--- src/rtl/stack_ctrl.sv ---
// CALL/RET sequencer driving the return-address stack memory.
// Define STACK_CTRL_GUARD_EN to enable full/empty checks and sticky error flags.
module stack_ctrl #(
    parameter int DW    = 32,
    parameter int DEPTH = 64,
    parameter int AW    = 6
) (
    input  logic          clk,
    input  logic          reset,
    input  logic          call_req,
    input  logic          ret_req,
    input  logic [DW-1:0] ret_addr,
    output logic          req_ready,
    output logic          rsp_valid,
    output logic [DW-1:0] rsp_addr,
    output logic          stk_push,
    output logic          stk_pop,
    output logic [DW-1:0] stk_wdata,
    input  logic [DW-1:0] stk_rdata,
    output logic [AW:0]   depth,
    output logic          err_overflow,
    output logic          err_underflow,
    input  logic          err_clr
);

    typedef enum logic [2:0] {
        S_IDLE,
        S_PUSH,
        S_POP,
        S_WAIT,
        S_RESP
    } state_t;

    state_t        state_q, state_d;
    logic          ready_q, push_q, pop_q, rsp_valid_q;
    logic [DW-1:0] wdata_q, wdata_d;
    logic [DW-1:0] rsp_addr_q, rsp_addr_d;
    logic [AW:0]   depth_q, depth_d;
    logic          full, empty;
    logic          ov_set, un_set;

`ifdef STACK_CTRL_GUARD_EN
    assign full  = (depth_q == (AW+1)'(DEPTH));
    assign empty = (depth_q == '0);
`else
    assign full  = 1'b0;
    assign empty = 1'b0;
`endif

    always_comb begin
        state_d    = state_q;
        wdata_d    = wdata_q;
        rsp_addr_d = rsp_addr_q;
        depth_d    = depth_q;
        ov_set     = 1'b0;
        un_set     = 1'b0;
        unique case (state_q)
            S_IDLE: begin
                // ready_q is low only until the first edge after reset
                if (ready_q && call_req) begin
                    if (full) begin
                        ov_set = 1'b1;
                    end else begin
                        wdata_d = ret_addr;
                        state_d = S_PUSH;
                    end
                end else if (ready_q && ret_req) begin
                    if (empty) begin
                        un_set     = 1'b1;
                        rsp_addr_d = '0;
                        state_d    = S_RESP;
                    end else begin
                        state_d = S_POP;
                    end
                end
            end
            S_PUSH: begin
                depth_d = depth_q + (AW+1)'(1);
                state_d = S_IDLE;
            end
            S_POP: begin
                depth_d = depth_q - (AW+1)'(1);
                state_d = S_WAIT;
            end
            S_WAIT: begin
                rsp_addr_d = stk_rdata;
                state_d    = S_RESP;
            end
            S_RESP:  state_d = S_IDLE;
            default: state_d = S_IDLE;
        endcase
    end

    always_ff @(posedge clk or posedge reset) begin
        if (reset) begin
            state_q     <= S_IDLE;
            ready_q     <= 1'b0;
            push_q      <= 1'b0;
            pop_q       <= 1'b0;
            rsp_valid_q <= 1'b0;
            wdata_q     <= '0;
            rsp_addr_q  <= '0;
            depth_q     <= '0;
        end else begin
            state_q     <= state_d;
            ready_q     <= (state_d == S_IDLE);
            push_q      <= (state_d == S_PUSH);
            pop_q       <= (state_d == S_POP);
            rsp_valid_q <= (state_d == S_RESP);
            wdata_q     <= wdata_d;
            rsp_addr_q  <= rsp_addr_d;
            depth_q     <= depth_d;
        end
    end

`ifdef STACK_CTRL_GUARD_EN
    logic ov_q, un_q;

    // a same-cycle clear wins over a new error
    always_ff @(posedge clk or posedge reset) begin
        if (reset) begin
            ov_q <= 1'b0;
            un_q <= 1'b0;
        end else if (err_clr) begin
            ov_q <= 1'b0;
            un_q <= 1'b0;
        end else begin
            ov_q <= ov_q | ov_set;
            un_q <= un_q | un_set;
        end
    end

    assign err_overflow  = ov_q;
    assign err_underflow = un_q;
`else
    logic unused_guard;
    assign unused_guard  = err_clr ^ ov_set ^ un_set;
    assign err_overflow  = 1'b0;
    assign err_underflow = 1'b0;
`endif

    assign req_ready = ready_q;
    assign rsp_valid = rsp_valid_q;
    assign rsp_addr  = rsp_addr_q;
    assign stk_push  = push_q;
    assign stk_pop   = pop_q;
    assign stk_wdata = wdata_q;
    assign depth     = depth_q;

endmodule

--- config.mk ---
export PLATFORM = sky130hd
export DESIGN_NAME = stack_ctrl
export DESIGN_NICKNAME = d
export VERILOG_FILES = /design/src/rtl/stack_ctrl.sv
export SDC_FILE = /design/constraint.sdc
export NUM_CORES = 1
export LEC_CHECK = 0
export ABC_AREA = 1
export BUFFER_PORTS_ARGS = -buffer_cell sky130_fd_sc_hd__clkbuf_2
export CELL_PAD_IN_SITES_DETAIL_PLACEMENT = 1
export CELL_PAD_IN_SITES_GLOBAL_PLACEMENT = 1
export CORE_AREA = 4 4 101 103
export DETAILED_ROUTE_END_ITERATION = 8
export DIE_AREA = 0 0 105 107
export GPL_TIMING_DRIVEN = 1
export PLACE_DENSITY = 0.92
export REMOVE_ABC_BUFFERS = 1
export SLEW_MARGIN = 20
export SYNTH_ARGS = -nofsm -noshare
export SYNTH_HDL_FRONTEND = slang
export SYNTH_SLANG_ARGS = --single-unit
--- constraint.sdc ---
create_clock -name clk -period 4.8 [get_ports clk]
set_input_delay 0.24 -clock clk [delete_from_list [all_inputs] [get_ports clk]]
set_output_delay 0.24 -clock clk [all_outputs]
set_load 0.01 [all_outputs]
* Word level (Yosys, flattened, before mapping)
Index checks and enable logic that the tools add are counted.
** Word-level totals
- Word-level logic and storage cells :: 26
- Output and inout port bits :: 77
- Input port bits :: 69
- Bits in registers :: 78
** Cells by class
- Reduce and logical (&&, ||, !) cells :: 6
- Multiplexer cells :: 4
- Add/sub/neg operators :: 2
- Equality and inequality tests :: 6
** Operators with widths (count)
- $pmux 7 s2 :: 1
- $eq 3x2->1 const B :: 3
- $pmux 3 s3 :: 1
- $add 7x1->7 const B :: 1
- $sub 7x1->7 const B :: 1
- $eq 3x1->1 const B :: 2
- $logic_not 3->1 :: 2
- $mux 3 :: 2
- $eq 3x3->1 const B :: 1
- $logic_and 1x1->1 :: 2
- $reduce_and 2->1 :: 1
- $reduce_bool 2->1 :: 1

* Depth between registers and ports, before layout
- Depth in word-level cells :: 5
- Mapped depth :: 15
- Gate-level depth less buffers :: 15

* Worst setup path before layout
Ideal clock, no wire load.
- Kind :: register to register
- Start point :: reg state_q[2]
- End point :: reg depth_q[6] (netlist: depth[6])
- Cell stages (with the launch flop) :: 16
- Period minus slack after synthesis :: 1636 ps
- Arrival time :: 1520 ps
- Slack :: 3164 ps
- Data required time :: 4683 ps
- Path buffers :: 0
- Setup time :: 117 ps
- Cell sequence :: dfrtp_1 inv_1 nand2_2 nor2_4 nand2_2 nand2_1 inv_1 ha_1 inv_1 nand2_1 nand3_1 nand2_1 nand2_1 nand2_1 nand2_1 nand2_1
** Between the ends
- Cells in the longest elaborated chain, start to end :: 2
- Elaborated cells between the ends (all ways) :: 4
- Classes of those cells :: eq/ne (2); mux (1); reduce/logical (1)
** Ends and longest elaborated chain
- from (decl) :: RTL line 34 : state_t state_q, state_d;
- from (signal assigned) :: RTL line 105 : state_q <= state_d;
- $eq 3x2->1 or $eq 3x1->1 (tied branches) :: RTL line 57 : unique case (state_q)
- $pmux 7 s2 or $reduce_bool 2->1 (tied branches)
- to (signal assigned) :: RTL line 112 : depth_q <= depth_d;
- to (decl) :: RTL line 38 : logic [AW:0] depth_q, depth_d;
Parallel ways exist; a longest one is shown, timed or not.
A chain may end at the register's enable or synchronous reset.

* Final worst setup path
- Start point :: reg state_q[2]
- End point :: reg rsp_addr_q[26] (netlist: rsp_addr[26])
** Between the ends
- Cells in the longest elaborated chain, start to end :: 1
** Ends and longest elaborated chain
- $eq 3x2->1 :: RTL line 57
- to (signal assigned) :: RTL line 111 : rsp_addr_q <= rsp_addr_d;
- to (decl) :: RTL line 37 : logic [DW-1:0] rsp_addr_q, rsp_addr_d;
Every way passes these cells.

==> impl_metrics.ini <==
[run_status]
outcome = finished clean

[grt]
grtUsageMet2_pct = 30.0
antenna_found_initial = 0
grt_pass1_vias = 3156
grt_max_degree = 79
top_usage_layer = met2
globalRouteOverflowTotal = 0
grtUsageMet3_pct = 5.30
grt_pass1_wl_um = 15400
use_met1_pct = 20.1
grtUsageTotal_pct = 17.0

[layout]
final_nets = 590
most-common-layout-cells = nand2_1 (233), clkbuf_2 (142), dfrtp_1 (78)
fin_area_um2 = 4200
diodes = 0
multi_input_comb_area_um2 = 1120
regArea_um2 = 1950
layout-drive-gt1-share_pct = 33.1
mostFrequentLayoutCell = nand2_1
area_growth_pct = 31.6
fillers = 1177

[routing]
vias = 2922
wl_per_cell_um = 14.0
dr.pass1.iters = 4
drt_iter0_drc = 66
final_antenna_net_count = 0
routed_via_density = 4.59
drc = 0
routed_wl_um = 8890

[sta]
tightestPinTransition_ps = 945
hold_viol = 0
fin_skew_ps = 14.7
fin_crit_sh_pct = 41.2
setup_viol = 0
max_freq_ghz = 0.505
setup_tns_ps = 0
setup_ws_ps = 2820
slew_headroom_pct = 36.9
report.final.slew_viol_count = 0
rsz0062_at_grt = false
finalCriticalPeriod_ps = 1980

[die]
fp-row-count = 35
dieArea_um2 = 11200
die_h_um = 107
num_io_pins = 146
start_util_pct = 34.7
fp.dieW_um = 105
core_um2 = 9200

[worst_setup_path]
cp_max_fo = 34
setup.worst_path.start = state_q[2]$_DFF_PP0_
crit_family = buffers and inverters
cp_data_arrival_time_ps = 2200
critPathKind = reg -> reg
crit_path_end_kind = flop
crit_chain = inv_1, nand2_2, nor2_2, buf_4, inv_1, nand2_1, nand2_1
crit_buf_inv = 3
r2r_start = state_q[2]$_DFF_PP0_
start_kind = flop
cp.required_ps = 5020
slowest_stage = inv_1
slowest_delay_ps = 510

[power]
power_density_nw_per_um2 = 700
p_seq_share_pct = 39.8
p_leak_nw = 2.50
switchingPower_mw = 1.25
comb_power_share_pct = 43.5
netSwitchingFraction_pct = 42.5
ir_drop_v = 0.000283
p_int_mw = 1.69
pwr-share-clk_pct = 16.7

[synthesis]
ys_top_cells_by_area = dfrtp_1 (61%), nand2_1 (27%), inv_1 (1.5%)
synthCells = 377
ys_seq_area_share_pct = 61.1
synthFlopType = dfrtp_1
synth_top_cell_by_area = dfrtp_1
synth.top_cell.area_share_pct = 61.1
synth.distinct_cells = 25
async_flop_share_pct = 100
synth_edf_count = 0
ys_ff_latch = 78
synth_area_um2 = 3200
avgSynthCellArea_um2 = 8.48
ys_warn_count = 0

[place]
place_hpwl_um = 6710
placed_cell_area_um2 = 4000
numPortBuffers = 142
gp_congestion = 0.786
post-place-ws_ps = 2780

[cts]
clk_pin_slew_ps = 90
clk_latency_ps = 340
cts_buffers = 9
cts-htree-levels = 3
cts.sinks = 78
root_buffer = clkbuf_8
cts_tree = built
post_cts_buffers = 0
post_cts_resized = 0
cts_hold_buf = 0
cts_max_path_buffers = 2

[min_path]
hp-class = in -> async

[job]
maxCapViolCount = 0
==> per-stage QoR <==
step | utilization (%) | std cells | hold slack, ps | total power [mW]
floorplan | - | 364 | 357 | 1.92
global placement | 43.5 | 620 | 440 | 2.41
detailed placement | 43.5 | 620 | 450 | 2.50
CTS | 45.7 | 636 | 75.6 | 3.01
global route | 45.7 | 636 | 73.7 | 3.24
finish | 45.7 | 636 | 61.8 | 2.94
==> logic make-up after synthesis <==
kind of cell | count (synthesis) | synth area share, %
fa+ha+maj | 1 | 0.391
simple gates | 258 | 32.3
compound gates | 7 | 1.41
other cells | 1 | 0.117
xor+xnor | 3 | 0.822
flops | 78 | 61.1
buf+inv | 29 | 3.92
==> cell usage after synthesis (all sizes together), types with 2 or more instances <==
library cell  count
dfrtp            78
buf               9
nand3b            2
inv              15
clkbuf            5
nor2             11
a41o              2
nand3             6
o21ai             4
nand2           235
xor2              3
==> area by class of cell <==
cell class | instances | share of cell area [%]
timing repair buffer | 145 | 17.5
tap | 111 | 3.30
inverter | 15 | 1.37
clock inverter | 7 | 1.73
clock buffer | 9 | 2.95
sequential | 78 | 46.4
multi-input combinational | 271 | 26.7
==> sequential cells by signal, indices dropped and copies added (netlist names) <==
register and count:
depth 7, stk_pop 1, req_ready 1, stk_push 1, state_q 3, rsp_valid 1
rsp_addr 32, stk_wdata 32
==> worst paths after layout <==
check | end | slack [ps] | cells past startpoint
max in group asynchronous | stk_wdata[21]$_DFFE_PP0P_ | 4240 | 3
worst max-delay path | rsp_addr[26]$_DFFE_PP0N_ | 2820 | 7
worst max register to register | rsp_addr[26]$_DFFE_PP0N_ | 2820 | 7
worst min-delay path | rsp_addr[10]$_DFFE_PP0N_ | 60 | 3
min in group clk | rsp_addr[13]$_DFFE_PP0N_ | 90 | 3
worst min register to register | stk_wdata[27]$_DFFE_PP0P_ | 470 | 2
==> per-layer routing <==
metal | vias up | wire length, µm | part of all wire (%)
li1 | 1418 | - | -
met1 | 1406 | 3650 | 41
met2 | 87 | 4630 | 52
met3 | 11 | 502 | 5.6
met4 | 0 | 107 | 1.2
met5 | - | 0 | 0
==> worst reg2reg max path, delay by kind of cell, from the launching register on <==
kind / cells / cell delay (ps)
buf+inv: 3 / 980
flops: 1 / 400
simple gates: 4 / 470
==> power groups by stage <==
stage	combinational, mW	sequential (mW)	clock, mW
after floorplan	0.623	1.30	0
after global placement	1.24	1.16	0
after detailed placement	1.32	1.18	0
after CTS	1.32	1.17	0.515
after global routing	1.47	1.22	0.550
final	1.28	1.17	0.493
No activity file was read; power rests on OpenSTA's default activity.
